**src/rtl/tileram_arbiter.sv**
```systemverilog
// tileram_arbiter
// Shares the single 2048x16 tile-pattern memory between the video pixel
// pipeline and CPU byte accesses.
// Video lookups always win and pass straight through to the memory port.
// CPU byte writes go into a 4-entry FIFO and retire in idle cycles.
// A CPU byte read waits until the FIFO is empty, so it sees every earlier write.
//
// Ports
//   clk, reset      : system clock, synchronous active-high reset
//   vid_req         : video owns the memory this cycle
//   vid_name/row    : video lookup address {name, row}
//   cpu_wr/cpu_rd   : one-cycle byte write / read strobes
//   cpu_addr        : byte address, [11:1] word, [0] lane (0 = high byte)
//   cpu_wdata       : write byte
//   cpu_wr_full     : write FIFO holds 4 entries
//   cpu_overflow    : sticky, a write was dropped because the FIFO was full
//   cpu_rd_busy     : read outstanding, new cpu_rd ignored
//   cpu_rdata       : last read byte, held until the next read completes
//   cpu_rd_valid    : one-cycle pulse when cpu_rdata updates
//   mem_*           : tile memory port; mem_rdata arrives one cycle after mem_addr
//   rd_state        : read state machine state, for observation
//
// Handshake: the CPU side has no ready signal. A write is taken when cpu_wr
// is high and cpu_wr_full is low, and is dropped otherwise. A read is taken
// when cpu_rd is high and cpu_rd_busy is low, and is ignored otherwise. Each
// accepted read completes with exactly one cpu_rd_valid pulse, unless a reset
// arrives first.
module tileram_arbiter (
  input  logic        clk,
  input  logic        reset,
  input  logic        vid_req,
  input  logic [7:0]  vid_name,
  input  logic [2:0]  vid_row,
  input  logic        cpu_wr,
  input  logic        cpu_rd,
  input  logic [11:0] cpu_addr,
  input  logic [7:0]  cpu_wdata,
  output logic        cpu_wr_full,
  output logic        cpu_overflow,
  output logic        cpu_rd_busy,
  output logic [7:0]  cpu_rdata,
  output logic        cpu_rd_valid,
  output logic [10:0] mem_addr,
  output logic        mem_we,
  output logic [15:0] mem_wdata,
  output logic [1:0]  mem_wmask,
  input  logic [15:0] mem_rdata,
  output logic [1:0]  rd_state
);

  typedef enum logic [1:0] {
    RD_IDLE = 2'd0,
    RD_PEND = 2'd1,
    RD_DATA = 2'd2
  } rd_state_t;

  // Write FIFO
  logic [11:0] fifo_addr [4];
  logic [7:0]  fifo_data [4];
  logic [1:0]  wr_ptr;
  logic [1:0]  rd_ptr;
  logic [2:0]  count;
  logic        overflow_q;
  logic        wr_accept;

  // Read path
  rd_state_t   state_q;
  rd_state_t   state_d;
  logic [11:0] rd_addr_q;
  logic        rd_load;
  logic        rd_valid_q;
  logic [7:0]  rdata_q;

  // Grants
  logic        grant_wr;
  logic        grant_rd;
  logic [11:0] head_addr;
  logic [7:0]  head_data;

  // Space is judged on the count at the start of the cycle, so a pop in the
  // same cycle does not make room for a write.
  assign wr_accept = cpu_wr && (count != 3'd4);

  assign head_addr = fifo_addr[rd_ptr];
  assign head_data = fifo_data[rd_ptr];

  // Video first, then the FIFO head, then a read once all writes have drained.
  // Reset blocks every CPU grant, so mem_we stays low during reset.
  assign grant_wr = !reset && !vid_req && (count != 3'd0);
  assign grant_rd = !reset && !vid_req && (count == 3'd0) && (state_q == RD_PEND);

  always_comb begin
    mem_addr  = {vid_name, vid_row};
    mem_we    = 1'b0;
    mem_wdata = {head_data, head_data};
    mem_wmask = 2'b00;
    if (grant_wr) begin
      mem_addr  = head_addr[11:1];
      mem_we    = 1'b1;
      mem_wmask = head_addr[0] ? 2'b01 : 2'b10;
    end else if (grant_rd) begin
      mem_addr = rd_addr_q[11:1];
    end
  end

  // FIFO storage needs no reset; only the pointers and count decide what is valid.
  always_ff @(posedge clk) begin
    if (wr_accept) begin
      fifo_addr[wr_ptr] <= cpu_addr;
      fifo_data[wr_ptr] <= cpu_wdata;
    end
  end

  always_ff @(posedge clk) begin
    if (reset) begin
      wr_ptr     <= 2'd0;
      rd_ptr     <= 2'd0;
      count      <= 3'd0;
      overflow_q <= 1'b0;
    end else begin
      if (wr_accept) wr_ptr <= wr_ptr + 2'd1;
      if (grant_wr)  rd_ptr <= rd_ptr + 2'd1;
      count <= count + {2'b00, wr_accept} - {2'b00, grant_wr};
      if (cpu_wr && !wr_accept) overflow_q <= 1'b1;
    end
  end

  // Read state machine
  always_comb begin
    state_d = state_q;
    rd_load = 1'b0;
    case (state_q)
      RD_IDLE: begin
        if (cpu_rd && !cpu_rd_busy) begin
          state_d = RD_PEND;
          rd_load = 1'b1;
        end
      end
      RD_PEND: begin
        if (grant_rd) state_d = RD_DATA;
      end
      RD_DATA: state_d = RD_IDLE;
      default: state_d = RD_IDLE;
    endcase
  end

  always_ff @(posedge clk) begin
    if (reset) begin
      state_q    <= RD_IDLE;
      rd_addr_q  <= 12'h000;
      rd_valid_q <= 1'b0;
      rdata_q    <= 8'h00;
    end else begin
      state_q <= state_d;
      if (rd_load) rd_addr_q <= cpu_addr;
      // DATA is the cycle where mem_rdata holds the word addressed during PEND.
      rd_valid_q <= (state_q == RD_DATA);
      if (state_q == RD_DATA) begin
        rdata_q <= rd_addr_q[0] ? mem_rdata[7:0] : mem_rdata[15:8];
      end
    end
  end

  // Busy also covers the valid-pulse cycle, so a new read cannot overlap it.
  assign cpu_rd_busy  = (state_q != RD_IDLE) || rd_valid_q;
  assign cpu_rd_valid = rd_valid_q;
  assign cpu_rdata    = rdata_q;
  assign cpu_wr_full  = (count == 3'd4);
  assign cpu_overflow = overflow_q;
  assign rd_state     = state_q;

endmodule

```
**config.mk**
```make
export PLATFORM = sky130hd
export DESIGN_NAME = tileram_arbiter
export DESIGN_NICKNAME = d
export VERILOG_FILES = /design/src/rtl/tileram_arbiter.sv
export SDC_FILE = /design/constraint.sdc
export NUM_CORES = 1
export LEC_CHECK = 0
export BUFFER_PORTS_ARGS = -buffer_cell sky130_fd_sc_hd__buf_2
export CAP_MARGIN = 20
export CORE_MARGIN = 2
export CORE_UTILIZATION = 54
export CTS_BUF_LIST = sky130_fd_sc_hd__clkbuf_16
export CTS_CLUSTER_DIAMETER = 150
export DETAILED_ROUTE_END_ITERATION = 10
export PLACE_DENSITY = 0.88
export SLEW_MARGIN = 20
export SYNTH_ARGS = -nofsm -noshare
export SYNTH_HDL_FRONTEND = slang
export SYNTH_SLANG_ARGS = --single-unit
```
**constraint.sdc**
```tcl
create_clock -name clk -period 3.02 [get_ports clk]
set_input_delay 0.302 -clock clk [delete_from_list [all_inputs] [get_ports clk]]
set_output_delay 0.302 -clock clk [all_outputs]
set_load 0.05 [all_outputs]
```
==> impl_metrics.ini <==
[sta]
setup-violations-final = 0
hold_viol_final = 0
max_freq_mhz = 392
worstMarginPinSlew_ns = 1.01
max_slew_margin_pct = 32.6
drv_slew = 0
finalCriticalPeriod_ns = 2.55
setup_tns_ns = 0
clock_skew_ns = 0.00603
rsz0062_at_grt = false
holdWs_ns = 0.112
post-route-period-util_pct = 84.5

[power_and_ir_drop]
p_sw_share_pct = 32.5
p_int_uw = 3590
combPwrFrac_pct = 26.1
leakage_uw = 0.00221
power.density_mw_per_mm2 = 915
p_sw_uw = 1730
ir_drop_v = 0.000556
clkPwrFrac_pct = 38.0
p_seq_share_pct = 35.9

[cts]
clock_latency_ns = 0.40
cts_buffer_depth = 2
cts-root-buf = clkbuf_16
clkTransAtPathRegs_ns = 0.05
cts_setup_buffers = 0
numCtsBuffers = 17
clock-sinks = 113
cts-resized-gates = 0
cts_htree_levels = 4
cts_tree = done
postCtsHoldBufs = 0

[global_route]
grt_pass1_wl_um = 16400
antenna_found_initial = 0
grtUsageTotal_pct = 22.9
use_met2_pct = 35.4
grt.busiest_layer = met2
grt_max_degree = 21
grt.overflow.total = 0
first_global_vias = 3277
met3_usage_pct = 6.36
use_met1_pct = 29.0

[critical_path]
crit_top_cell = buf_4
r2r_setup_slack_ns = 0.63
crit_fanout = 11
r2r_start = count[2]
worstPathCellList = buf_4, buf_4, mux4_2, buf_2
critical-path-max-stage-delay_ns = 0.54
cp-end-kind = output pin
slowest_stage = mux4_2
worstPathRequired_ns = 2.72
criticalPathCategory = reg -> out
r2r-end = count[2]
worstPathArrival_ns = 2.25
rr_worst_depth = 11
worst_setup_path_start_kind = register

[placed_design]
placed_area_sq_mm = 0.00521
dpl.hpwl_um = 6670
numPortBuffers = 95
placed_cells = 511
place_congestion = 0.804

[die]
die-area_sq_mm = 0.00941
initial_core_util_pct = 56.3
num_rows = 33
io_pins = 96
die_width_um = 97.0
core_area_sq_mm = 0.00830
chipHeight_um = 97.0

[finish]
final_cell_mix = buf_2 (95), edfxtp_1 (80), nand2_1 (36), dfxtp_1 (33), mux4_2 (20)
fin_util_pct = 70.0
post_route_cells_drive_above_1_share_pct = 39.0
final_area_sq_mm = 0.00581
final_common_cell = buf_2
stdcell_count = 543
final_net_count = 484
area_growth_pct = 24.4
fill_cells = 530
antenna_cells = 0

[synthesis]
synthCells = 326
synth_cell_types = 32
synth.avg_cell_area_sq_um = 14.3
synth_seq_cells = 113
synth_nets = 385
yosys_warnings = 0
ys_seq_area_share_pct = 65.6
synth.cell_area_sq_mm = 0.00467

[routing]
first_pass_iters = 5
wl_per_cell_um = 19.2
routed_via_density = 5.81
drt_iter0_markers = 344
drtAntennaViolNets = 0
num_vias = 3157
drc = 0
drt_wl_total_um = 10400

[job]
cap_viol_max_count = 0

[run_status]
status = finished clean

[hold_path]
hold_start = cpu_wdata[6]
min_path_cells = 1
hold_path.class = in -> reg
min_to = fifo_data[0][6]
==> layer usage <==
layer | part of all wire, % | wire [um]
met5 | 0 | 0
met4 | 3.2 | 338
met3 | 8.7 | 913
met2 | 49 | 5110
met1 | 39 | 4080
==> logic make-up (layout without fill, tap and decap cells) <==
logic type | count (synthesis) | in the layout | synth area share, %
multiplexers | 29 | 29 | 11.6
AO/OA/AOI/OAI | 52 | 52 | 7.02
buffers and inverters | 38 | 150 | 4.42
XOR/XNOR | 2 | 2 | 0.375
flip-flops | 113 | 113 | 65.6
AND/OR/NAND/NOR | 85 | 85 | 8.98
adder cells (fa/ha/maj) | 7 | 7 | 2.04
==> how the worst max path moves through the flow <==
| stage | startpoint | end | slack, ns |
|---|---|---|---|
| after global routing | register | mem_addr[8] | 0.28 |
| final | register | mem_wdata[3] | 0.47 |
| after detailed placement | count[2] | count[2] | 0.70 |
| after global placement | count[2] | count[2] | 0.82 |
| after floorplan | count[1] | count[2] | 0.41 |
| after CTS | register | mem_addr[8] | 0.41 |
==> area by class of cell <==
type | count | area (sq um) | share of cell area [%]
clock inverters | 15 | 176 | 3.04
repair buffers | 109 | 581 | 9.99
inverters | 9 | 33.8 | 0.581
clock buffers | 17 | 425 | 7.32
multi-input cells | 175 | 1400 | 24.1
flip-flops and latches | 113 | 3060 | 52.7
well taps | 105 | 131 | 2.26
==> state kept, by name (all words and copies together) (netlist names), named ones only <==
| name | cells |
|---|---|
| rd_state | 2 |
| cpu_overflow | 1 |
| wr_ptr | 2 |
| count | 3 |
| cpu_rdata | 8 |
| fifo_addr | 48 |
| rd_ptr | 2 |
| fifo_data | 32 |
| cpu_rd_valid | 1 |
| rd_addr_q | 12 |
==> Yosys cell counts (all sizes together) <==
cell    instances  area, sq um
or2             1         6.26
dfxtp          33          661
clkbuf          9         33.8
buf            20          139
and3            5         31.3
nand3           3         15.0
mux4           20          450
ha              6         75.1
a31oi          11         68.8
nand2          36          135
or4b            2         23.8
nor3           12         60.1
nor2b           5         31.3
xnor2           2         17.5
inv             9         33.8
a211oi          8         60.1
or3             3         18.8
edfxtp         80         2400
mux2i           9         90.1
a21oi          18         90.1
or3b            1         8.76
nor4b           2         30.0
o21ai          15          109
nor2           14         52.6
fa              1         20.0
nand2b          1         6.26
==> power by group through the flow <==
stage | registers, uW | logic [uW] | clock network (uW)
2_1_floorplan | 1940 | 1060 | 0
3_3_place_gp | 1920 | 1340 | 0
3_5_place_dp | 1930 | 1370 | 0
4_1_cts | 1910 | 1390 | 2040
5_1_grt | 1920 | 1460 | 2100
6_report | 1910 | 1390 | 2020
==> worst max-delay path, delay by kind of cell (launching register included) <==
family / cells / cell delay, ns
DFF: 1 / 0.51
muxes: 1 / 0.54
buffers and inverters: 3 / 0.78
==> stage by stage <==
step | setup WS [ns] | power [uW]
2_1_floorplan | 0.406 | 3000
3_5_place_dp | 0.704 | 3310
4_1_cts | 0.412 | 5330
6_report | 0.467 | 5320
3_3_place_gp | 0.821 | 3260
5_1_grt | 0.279 | 5490
Note: power is estimated with default switching activity, not from simulation.
